File: src/rtl/axis_lab_pkg.sv
// Shared definitions for the AXI-Stream lab blocks: receiver state encoding,
// default widths and the power-sequence multiplier.
package axis_lab_pkg;

  typedef enum logic [1:0] {
    IDLE = 2'd0,
    RUN  = 2'd1,
    HALT = 2'd2
  } rx_state_t;

  localparam int AXIS_DATA_SIZE   = 32;
  localparam int AXIS_COUNT_WIDTH = 16;
  localparam int POW_BASE         = 3;

endpackage

File: src/rtl/pow3_expect.sv
// Expected-value tracker for the power-of-3 stream: holds the next expected
// word, flags a mismatch combinationally and advances/resyncs on each beat.
module pow3_expect
  import axis_lab_pkg::*;
#(
  parameter int DATA_SIZE   = AXIS_DATA_SIZE,
  parameter int EXPECT_INIT = 3
)(
  input  logic                 clk,
  input  logic                 rstn,
  input  logic                 load_init,
  input  logic                 advance,
  input  logic [DATA_SIZE-1:0] data_in,
  output logic                 mismatch
);

  localparam logic [DATA_SIZE-1:0] INIT_V = DATA_SIZE'(EXPECT_INIT);
  localparam logic [DATA_SIZE-1:0] MULT_V = DATA_SIZE'(POW_BASE);

  logic [DATA_SIZE-1:0] r_expect;

  assign mismatch = (data_in != r_expect);

  // On a match data_in equals r_expect, so data_in*3 covers both the normal
  // advance and the resync after a corrupted beat.
  always_ff @(posedge clk) begin
    if (!rstn || load_init) begin
      r_expect <= INIT_V;
    end else if (advance) begin
      r_expect <= data_in * MULT_V;
    end
  end

endmodule

File: src/rtl/pow3_receiver.sv
// AXI4-Stream sink that checks the power-of-3 sequence and keeps status counters.
// Optional macro READY_THROTTLE_EN drops tready one cycle in every THROTTLE_PERIOD.
module pow3_receiver
  import axis_lab_pkg::*;
#(
  parameter int DATA_SIZE       = AXIS_DATA_SIZE,
  parameter int COUNT_WIDTH     = AXIS_COUNT_WIDTH,
  parameter int EXPECT_INIT     = 3,
  parameter int HALT_ON_ERROR   = 0,
  parameter int THROTTLE_PERIOD = 4
)(
  input  logic                     s00_axis_aclk,
  input  logic                     s00_axis_aresetn,
  input  logic                     s00_axis_enable,
  input  logic                     clear,
  input  logic [DATA_SIZE-1:0]     s00_axis_tdata,
  input  logic [DATA_SIZE/8-1:0]   s00_axis_tstrb,
  input  logic                     s00_axis_tvalid,
  input  logic                     s00_axis_tlast,
  output logic                     s00_axis_tready,
  output logic [COUNT_WIDTH-1:0]   beat_count,
  output logic [COUNT_WIDTH-1:0]   frame_count,
  output logic [COUNT_WIDTH-1:0]   error_count,
  output logic                     error_flag,
  output logic [DATA_SIZE-1:0]     last_data,
  output logic [DATA_SIZE/8-1:0]   last_strb
);

  if ((DATA_SIZE % 8) != 0 || DATA_SIZE < 8) begin : g_bad_width
    $error("DATA_SIZE must be a non-zero multiple of 8");
  end
  if (THROTTLE_PERIOD < 1) begin : g_bad_period
    $error("THROTTLE_PERIOD must be at least 1");
  end

  function automatic logic [COUNT_WIDTH-1:0] sat_inc(input logic [COUNT_WIDTH-1:0] v);
    return (&v) ? v : v + COUNT_WIDTH'(1);
  endfunction

  rx_state_t                r_state;
  rx_state_t                w_state_next;
  logic                     r_tready;
  logic                     w_thr_ok;
  logic                     w_mismatch;
  logic                     w_beat;
  logic [COUNT_WIDTH-1:0]   r_beat;
  logic [COUNT_WIDTH-1:0]   r_frame;
  logic [COUNT_WIDTH-1:0]   r_err;
  logic                     r_flag;
  logic [DATA_SIZE-1:0]     r_last_data;
  logic [DATA_SIZE/8-1:0]   r_last_strb;

  // tready is only ever high in RUN, so it alone qualifies a handshake; clear wins.
  assign w_beat = s00_axis_tvalid && r_tready && !clear;

  pow3_expect #(
    .DATA_SIZE   (DATA_SIZE),
    .EXPECT_INIT (EXPECT_INIT)
  ) u_expect (
    .clk       (s00_axis_aclk),
    .rstn      (s00_axis_aresetn),
    .load_init (clear),
    .advance   (w_beat),
    .data_in   (s00_axis_tdata),
    .mismatch  (w_mismatch)
  );

  always_comb begin
    w_state_next = r_state;
    case (r_state)
      IDLE: if (s00_axis_enable) w_state_next = RUN;
      RUN: begin
        if (HALT_ON_ERROR != 0 && w_beat && w_mismatch) w_state_next = HALT;
        else if (!s00_axis_enable)                      w_state_next = IDLE;
      end
      HALT:    w_state_next = HALT;
      default: w_state_next = IDLE;
    endcase
    if (clear && r_state == HALT) w_state_next = IDLE;
  end

  always_ff @(posedge s00_axis_aclk) begin
    if (!s00_axis_aresetn) r_state <= IDLE;
    else                   r_state <= w_state_next;
  end

`ifdef READY_THROTTLE_EN
  localparam int TW = (THROTTLE_PERIOD > 1) ? $clog2(THROTTLE_PERIOD) : 1;
  localparam logic [TW-1:0] THR_LAST = TW'(THROTTLE_PERIOD - 1);

  logic [TW-1:0] r_thr;
  logic [TW-1:0] w_thr_next;

  // Phase counter restarts whenever RUN is (re)entered; the last phase is the gap.
  always_comb begin
    w_thr_next = '0;
    if (w_state_next == RUN && r_state == RUN)
      w_thr_next = (r_thr == THR_LAST) ? '0 : r_thr + TW'(1);
  end

  assign w_thr_ok = (w_thr_next != THR_LAST);

  always_ff @(posedge s00_axis_aclk) begin
    if (!s00_axis_aresetn) r_thr <= '0;
    else                   r_thr <= w_thr_next;
  end
`else
  assign w_thr_ok = 1'b1;
`endif

  always_ff @(posedge s00_axis_aclk) begin
    if (!s00_axis_aresetn) r_tready <= 1'b0;
    else                   r_tready <= (w_state_next == RUN) && w_thr_ok;
  end

  always_ff @(posedge s00_axis_aclk) begin
    if (!s00_axis_aresetn || clear) begin
      r_beat  <= '0;
      r_frame <= '0;
      r_err   <= '0;
      r_flag  <= 1'b0;
    end else if (w_beat) begin
      r_beat <= sat_inc(r_beat);
      if (s00_axis_tlast) r_frame <= sat_inc(r_frame);
      if (w_mismatch) begin
        r_err  <= sat_inc(r_err);
        r_flag <= 1'b1;
      end
    end
  end

  always_ff @(posedge s00_axis_aclk) begin
    if (!s00_axis_aresetn) begin
      r_last_data <= '0;
      r_last_strb <= '0;
    end else if (w_beat) begin
      r_last_data <= s00_axis_tdata;
      r_last_strb <= s00_axis_tstrb;
    end
  end

  assign s00_axis_tready = r_tready;
  assign beat_count      = r_beat;
  assign frame_count     = r_frame;
  assign error_count     = r_err;
  assign error_flag      = r_flag;
  assign last_data       = r_last_data;
  assign last_strb       = r_last_strb;

endmodule

File: config.mk
export PLATFORM = sky130hd
export DESIGN_NAME = pow3_receiver
export DESIGN_NICKNAME = d
export VERILOG_FILES = /design/src/rtl/axis_lab_pkg.sv /design/src/rtl/pow3_expect.sv /design/src/rtl/pow3_receiver.sv
export SDC_FILE = /design/constraint.sdc
export NUM_CORES = 1
export LEC_CHECK = 0
export ABC_CLOCK_PERIOD_IN_PS = 3220
export CAP_MARGIN = 10
export CORE_ASPECT_RATIO = 1.4
export CORE_UTILIZATION = 52
export DETAILED_ROUTE_END_ITERATION = 16
export PLACE_DENSITY_LB_ADDON = 0.12
export SLEW_MARGIN = 40
export SYNTH_ARGS = -nofsm -noshare
export SYNTH_HDL_FRONTEND = slang
export SYNTH_SLANG_ARGS = --single-unit
File: constraint.sdc
create_clock -name s00_axis_aclk -period 3.22 [get_ports s00_axis_aclk]
set_input_delay 0.483 -clock s00_axis_aclk [delete_from_list [all_inputs] [get_ports s00_axis_aclk]]
set_output_delay 0.483 -clock s00_axis_aclk [all_outputs]
set_load 0.05 [all_outputs]
; ---- Yosys cells after proc, flatten, opt, wreduce, memory -nomap -nowiden
; Cells that the tools add are included.
[word_totals]
ram_bits = 0
elab_cells = 38
output_inout_bits = 86
latch_bits = 0
romBits = 0
ff_bits = 120
inputBits = 42
mem_count = 0
[classes]
div = 0
add_sub_neg = 3
mux = 4
reduce_logical = 14
eq_ne = 4
n_bitwise = 3
order_cmp = 0
n_mul = 1
shift = 0
[ops]
columns = op, count
row1 = $add A16 B1 Y16 const B, 3
row2 = $reduce_and A16 Y1, 3
row3 = $mul A32 B2 Y32 const B, 1
row4 = $ne A32 B32 Y1, 1
row5 = $mux W2, 3
row6 = $pmux W2 S3, 1
row7 = $reduce_and A3 Y1, 2
row8 = $eq A2 B1 Y1 const B, 2
row9 = $reduce_and A2 Y1, 2
row10 = $logic_and A1 B1 Y1, 3
row11 = $not A1 Y1, 3
row12 = $eq A2 B2 Y1 const B, 1
row13 = $logic_not A1 Y1, 2
row14 = $logic_not A2 Y1, 1
row15 = $logic_or A1 B1 Y1, 1

; ---- Depth between registers and ports, before layout
; Gate-level depths: netlist of the first run.
[logic_depth]
word_depth = 4
depth_mapped = 9
depth_no_buf = 9

; ---- By module
; From an unflattened synthesis of the first run, not the netlist that was laid out.
[unflattened]
cells_unflattened = 837
hier_area_um2 = 6885.4
[modules_own_cells]
columns = mod, seq_area_each_um2, cells_per_inst, instances, area_each_um2
row1 = pow3_receiver, 1761.7, 454, 1, 3846.2
row2 = pow3_expect, 640.6, 383, 1, 3039.2

; ---- Least setup slack after synthesis of the first run
; No wires, ideal clock.
[synth_timing]
kind = input -> register
startpoint = in s00_axis_tdata[0]
endpoint = reg u_expect.r_expect[9]
arrival_ps = 2253
setup_ps = 132
t_required_ps = 3088
path_stages = 9
slack_ps = 834
n_path_buf = 0
cell_sequence = ha_1 > fa_1 > a21oi_1 > o21ai_0 > a2111oi_0 > nor2_1 > xor2_1 > nand2_1 > a21oi_1
[synth_between]
elab_chain_cells = 1
[synth_rtl]
columns = element, line_no
row1 = start: declaration, pow3_receiver.sv:16  ; input logic [DATA_SIZE-1:0] s00_axis_tdata,
row2 = $mul A32 B2 Y32, pow3_expect.sv:30  ; r_expect <= data_in * MULT_V;
row3 = end signal: assignment, pow3_expect.sv:30
row4 = end: declaration, pow3_expect.sv:20  ; logic [DATA_SIZE-1:0] r_expect;
; No other way between the ends.
; A chain may end at the register's enable or synchronous reset.

; ---- Worst setup path in the final report of the first run
[layout_timing]
startpoint = in s00_axis_tdata[0]
endpoint = reg u_expect.r_expect[31]
; Same word-level chain as after synthesis.

==> results of run 1 <==
-- worst max path at each step --
stage | from | endpoint | slack [ns] | cells past startpoint
after floorplan | s00_axis_tdata[0] | u_expect.r_expect[9] | 0.83 | 9
after global placement | s00_axis_tdata[0] | u_expect.r_expect[27] | 0.10 | 10
after detailed placement | s00_axis_tdata[0] | u_expect.r_expect[27] | 0.08 | 10
after CTS | s00_axis_tdata[0] | u_expect.r_expect[27] | 0.50 | 10
after global routing | s00_axis_tdata[0] | u_expect.r_expect[19] | 0.30 | 10
final | s00_axis_tdata[0] | u_expect.r_expect[31] | 0.41 | 10
-- layout make-up --
class / instances / area (um2)
clock inverter: 15 / 262.8
timing repair buffer: 140 / 1369
clock buffer: 17 / 425.4
tap: 153 / 191.4
fill: 1045 / 3949
multi-input combinational: 659 / 4234
inverter: 11 / 41.29
sequential: 120 / 2402
-- state kept, by name (all words and copies together), names as in the netlist --
signal             count
frame_count           16
last_strb              4
last_data             32
beat_count            16
error_flag             1
u_expect.r_expect     32
s00_axis_tready        1
error_count           16
r_state                2
-- cells in the mapped netlist (all sizes together) (10+ instances only) --
library cell    n  area [um2]
nor2           64       250.2
ha             33       412.9
nand2         150       570.6
nand3          29       157.7
o21ai          41       216.5
xor2           32       280.3
nand4          31       215.2
or3            11       68.82
a21o           10       75.07
dfxtp         120        2402
inv            11       41.29
clkbuf         26       157.6
a21boi         37       277.8
xnor2          54       473.0
and3           20       131.4
a21oi          68       385.4
-- logic make-up after synthesis --
family,after synthesis,synth area share [%]
and+or+nand+nor,336,23.71
AOI/OAI and AO/OA,197,19.61
DFF,120,34.89
xor gates and xnor gates,86,10.94
buffers and inverters,45,3.689
adders and majority gates,34,6.288
muxes,6,0.8723
-- power by group through the flow --
| stage | clock network [mW] | registers, mW | logic, mW |
|---|---|---|---|
| global route | 2.34 | 1.52 | 0.685 |
| finish | 2.24 | 1.52 | 0.636 |
| floorplan | 0 | 1.59 | 0.398 |
| detailed placement | 0 | 1.55 | 0.623 |
| global placement | 0 | 1.55 | 0.616 |
| CTS | 2.26 | 1.52 | 0.629 |
-- cells in the final DEF (no fill, tap or decap), drive strengths merged, types with 2 or more instances in the layout --
cell           count
a21boi            37
inv               17
buf               13
o21bai             3
nor3               4
nor2              64
o211ai             6
a211oi             6
nand3             29
xor2              32
a21o              10
o21a               3
a21oi             68
a2111oi            3
and4               5
nor2b              4
nor3b              3
nand4             31
o31ai              3
xnor2             54
and3b              2
mux2i              6
or4                2
nand2b             2
clkinv             2
o21ai             41
bufinv             6
nand2            150
dfxtp            120
a31oi              5
nor4               3
ha                33
and2               4
clkbuf            17
and3              20
or3               11
clkdlybuf4s50    127
-- routing by layer --
metal	vias up	GRT usage [%]
li1	3160	-
met4	0	14.71
met5	-	0
met2	213	51.35
met1	3081	32.38
met3	59	7.078
-- critical path: cells and delay by family --
kind,cells,cell delay (ns)
AND/OR/NAND/NOR,5,1.07
adder cells (fa/ha/maj),2,0.67
buffers and inverters,1,0.45
AO/OA/AOI/OAI,2,0.43
==> impl_metrics.ini, run 1 <==
[critical_path]
cp-start-kind = input pin
cp_cell_sequence = clkdlybuf4s50_1 -> ha_1 -> fa_1 -> a21oi_1 -> o211ai_1 -> nand4_1 -> nand4_1 -> nand3_1 -> nand4_1 -> nor3b_2
r2r_setup_slack_ns = 1.06
crit_top_cell = nand4_1
cp_max_fo = 5
critPathMaxStageDelay_ns = 0.45
crit_slowest_cell = clkdlybuf4s50_1
crit_arrival_ns = 3.11
worst-r2r-cell-count = 7
r2r-end = error_count[1]
critPathCaptureType = flip-flop
cp.required_ns = 3.52
r2r-start = u_expect.r_expect[30]
path_class = input pin to flip-flop

[drt]
dr.pass1.iters = 5
wl_met1_um = 7691
vias = 6513
wl_met2_um = 10010
wl_per_cell_um = 17.55
routed_wl_um = 19570
drtAntennaViolNets = 0
vias_per_cell = 5.841
top_layer_used = met4
drtIter0Drc = 274
drc = 0
wl_met3_um = 1097

[global_route]
grt_overflow = 0
antenna_found_initial = 0
grt_usage_pct = 29.21
grt_pass1_vias = 6491
grt_max_degree = 45
grt_first_pass_wirelength_um = 31760

[placement]
placed_area_mm2 = 0.008238
gp_congestion = 0.8866
place_inst = 1083
place_hpwl_um = 14270
place.port_buffers = 127
dp_slack_ns = 0.08484

[timing]
fmax_mhz = 355.8
hold_viol = 0
finalMaxSlewViolations = 0
finClkSkew_ns = 0.01156
relSlewSlack_pct = 57.41
whs_ns = 0.4094
fin_ws_ns = 0.4098
rsz0062_at_grt = no
setup_tns_ns = 0
fin_crit_sh_pct = 87.27
setup_viol = 0
period_needed_ns = 2.810
worstMarginPinSlew_ns = 0.6382

[floorplanning]
start_util_pct = 53.48
row_count = 49
die_h_um = 138.2
core_mm2 = 0.01287
dieArea_mm2 = 0.01371
die_x_um = 99.25
boundaryPins = 128

[cells_and_area]
post_route_cells_drive_above_1_share_pct = 8.732
fin_util_pct = 69.33
final_cells = 1115
antennaDiodeCount = 0
design_area_mm2 = 0.008926
area_delta_synth_final_pct = 29.64
nets = 1025

[hold_path]
min_from = r_state[0]
holdPathStages = 1
holdPathEnd = r_state[1]
min_path_type = flip-flop to flip-flop

[pwr]
power.leakage_nw = 3.218
power_frac_comb_pct = 14.5
power_frac_clock_pct = 51.0
seqPwrFrac_pct = 34.5
switching_share_pct = 26.47
power_mw = 4.393
switching_power_mw = 1.163
p_int_mw = 3.230
power_density_mw_per_mm2 = 492.2
ir_drop_uv = 337.6

[cts]
postCtsResizedCells = 0
clockRootBuffer = clkbuf_16
cts_buffers = 17
clk_pin_slew_ns = 0.06
post_cts_buffers = 0
hold_buffers = 0
clock_latency_ns = 0.42
htree_num_levels = 4
cts_tree = built
cts_num_sinks = 120
cts_buffer_depth = 2

[logic_synthesis]
yosysSeqAreaShare_pct = 34.89
synth_area_per_cell_um2 = 8.356
synthDistinctLibCells = 74
synth-seq-cells = 120
syn-cell-area_mm2 = 0.006885
yosys_warnings = 0
synth-edff-count = 0
synth_nets = 900
synth-async-reset-ratio_pct = 0
synthCells = 824
synthFlopType = dfxtp_1

[outcome]
status = completed

[flow_run]
drv_cap = 0
No activity file was read; power rests on OpenSTA's default activity.
==> run 2: changes to the inputs <==
SETUP_SLACK_MARGIN = 0.4   (was default)
==> run 2 against run 1 <==
  * Critical path depth is 3 lower
  * Highest routed layer unchanged
  * Final cell count hardly changed
  * Register-to-register slack hardly changed
  * Combinational power hardly changed
  * First-iteration DRC count is 0.73% higher
  * Hold slack hardly changed
  * Largest power group unchanged
  * Clock power hardly changed
  * Design area hardly changed
  * Largest cell class unchanged
  * Sequential share of layout area hardly changed
  * Power hardly changed
==> impl_metrics.ini, run 2 (synthesis gave the netlist of run 1 again) <==
[pwr]
power_density_mw_per_mm2 = 492.0
power.leakage_nw = 3.223
ir_drop_uv = 340.9

[timing]
finClkSkew_ns = 0.01147
setup_viol = 0
fin_crit_sh_pct = 84.82
hold_viol = 0
relSlewSlack_pct = 57.65
fmax_mhz = 366.1
rsz0062_at_grt = no
finalMaxSlewViolations = 0
setup_tns_ns = 0
period_needed_ns = 2.731
worstMarginPinSlew_ns = 0.6295

[critical_path]
path_buf_inv = 1
path_depth = 7
cp_cell_sequence = clkdlybuf4s50_1 -> ha_1 -> nand4_1 -> nor4_1 -> nand3_1 -> a211oi_1 -> nor3b_2
critPathTopFamily = simple AND/OR/NAND/NOR gates
crit_arrival_ns = 3.03
worst-r2r-cell-count = 7
cp.required_ns = 3.52
cp-start-kind = input pin
r2r_setup_slack_ns = 1.06
cp_max_fo = 9
critPathMaxStageDelay_ns = 0.58
path_class = input pin to flip-flop
crit_slowest_cell = nor4_1
critPathCaptureType = flip-flop

[global_route]
grt_first_pass_wirelength_um = 31760
gr-max-usage-layer = met2
grt_overflow = 0
grt_usage_pct = 29.21
grt_max_degree = 45
grt_pass1_vias = 6491
use_met2_pct = 51.35
grt_use_met3_pct = 7.078
grt_use_met1_pct = 32.38
antenna_found_initial = 0

[cells_and_area]
nets = 1026
fillCellCount = 1046
final_cell_mix = nand2_1 (146), clkdlybuf4s50_1 (127), dfxtp_1 (120)
final_cells = 1116
multi_input_area_mm2 = 0.004235
seq_area_mm2 = 0.002402
area_delta_synth_final_pct = 29.77
post_route_cells_drive_above_1_share_pct = 8.827
antennaDiodeCount = 0
final_common_cell = nand2_1

[hold_path]
holdPathStages = 1
min_path_type = flip-flop to flip-flop

[cts]
htree_num_levels = 4
cts_tree = built
hold_buffers = 0
clk_pin_slew_ns = 0.06
cts_num_sinks = 120
cts_buffers = 17
clock_latency_ns = 0.42
cts_buffer_depth = 2
clockRootBuffer = clkbuf_16

[drt]
drc = 0
vias = 6495
dr.pass1.iters = 5
wl_per_cell_um = 17.59
drtIter0Drc = 276
routed_wl_um = 19630
vias_per_cell = 5.820
drtAntennaViolNets = 0

[floorplanning]
start_util_pct = 53.48
die_x_um = 99.25
core_mm2 = 0.01287
row_count = 49
die_h_um = 138.2
boundaryPins = 128
dieArea_mm2 = 0.01371

[outcome]
status = completed

[flow_run]
drv_cap = 0

[placement]
gp_congestion = 0.8866
place.port_buffers = 127
place_hpwl_um = 14270
place_inst = 1083
## run 2: cell count changes in the layout (fill, tap and decap cells not counted)
cell	before	now
a2111oi_0	1	0
a2111oi_1	0	1
buf_4	13	14
## run 2: area by class of cell
cell class	count	area share (%)
clock buffer	17	4.761
clock inverter	15	2.941
inverter	11	0.4621
multi-input combinational	659	47.40
sequential	120	26.89
tap	153	2.143
timing repair buffer	141	15.40
## run 2: power breakdown
part / switching (mW) / internal, mW / leakage [nW]
logic: 0.385 / 0.254 / 1.92
registers: 0.0120 / 1.51 / 0.969
clock network: 0.766 / 1.47 / 0.333
## run 2: what timing repair did
action | in CTS | in global routing
buffers inserted | 0 | 1
gates resized for setup | 0 | 1
endpoints found under the setup margin | 0 | 5
hold endpoints to repair | 0 | 0
## run 2: worst paths after layout
path / from / end
max: s00_axis_tdata[24] / u_expect.r_expect[31]
min: r_state[0] / r_state[1]
max reg2reg: u_expect.r_expect[30] / error_count[1]
min reg2reg: r_state[0] / r_state[1]
## run 2: metal layers
| metal | routed length (um) | up-vias |
|---|---|---|
| met5 | 0 | - |
| met3 | 1073 | 49 |
| met1 | 7739 | 3102 |
| li1 | - | 3159 |
| met2 | 10130 | 185 |
| met4 | 679 | 0 |
## run 2: through the flow
stage               util, %  setup WS, ns  power (mW)  instance area [um2]  hold slack (ns)
floorplan                 -        0.8345       1.983                 6885           0.3721
global placement      63.97        0.1031       2.165                 8235           0.3798
detailed placement    63.98       0.08484       2.173                 8238           0.4018
CTS                   69.33        0.4980       4.409                 8926           0.4101
global route          69.40        0.4059       4.544                 8935           0.4107
finish                69.40        0.4887       4.396                 8935           0.4093
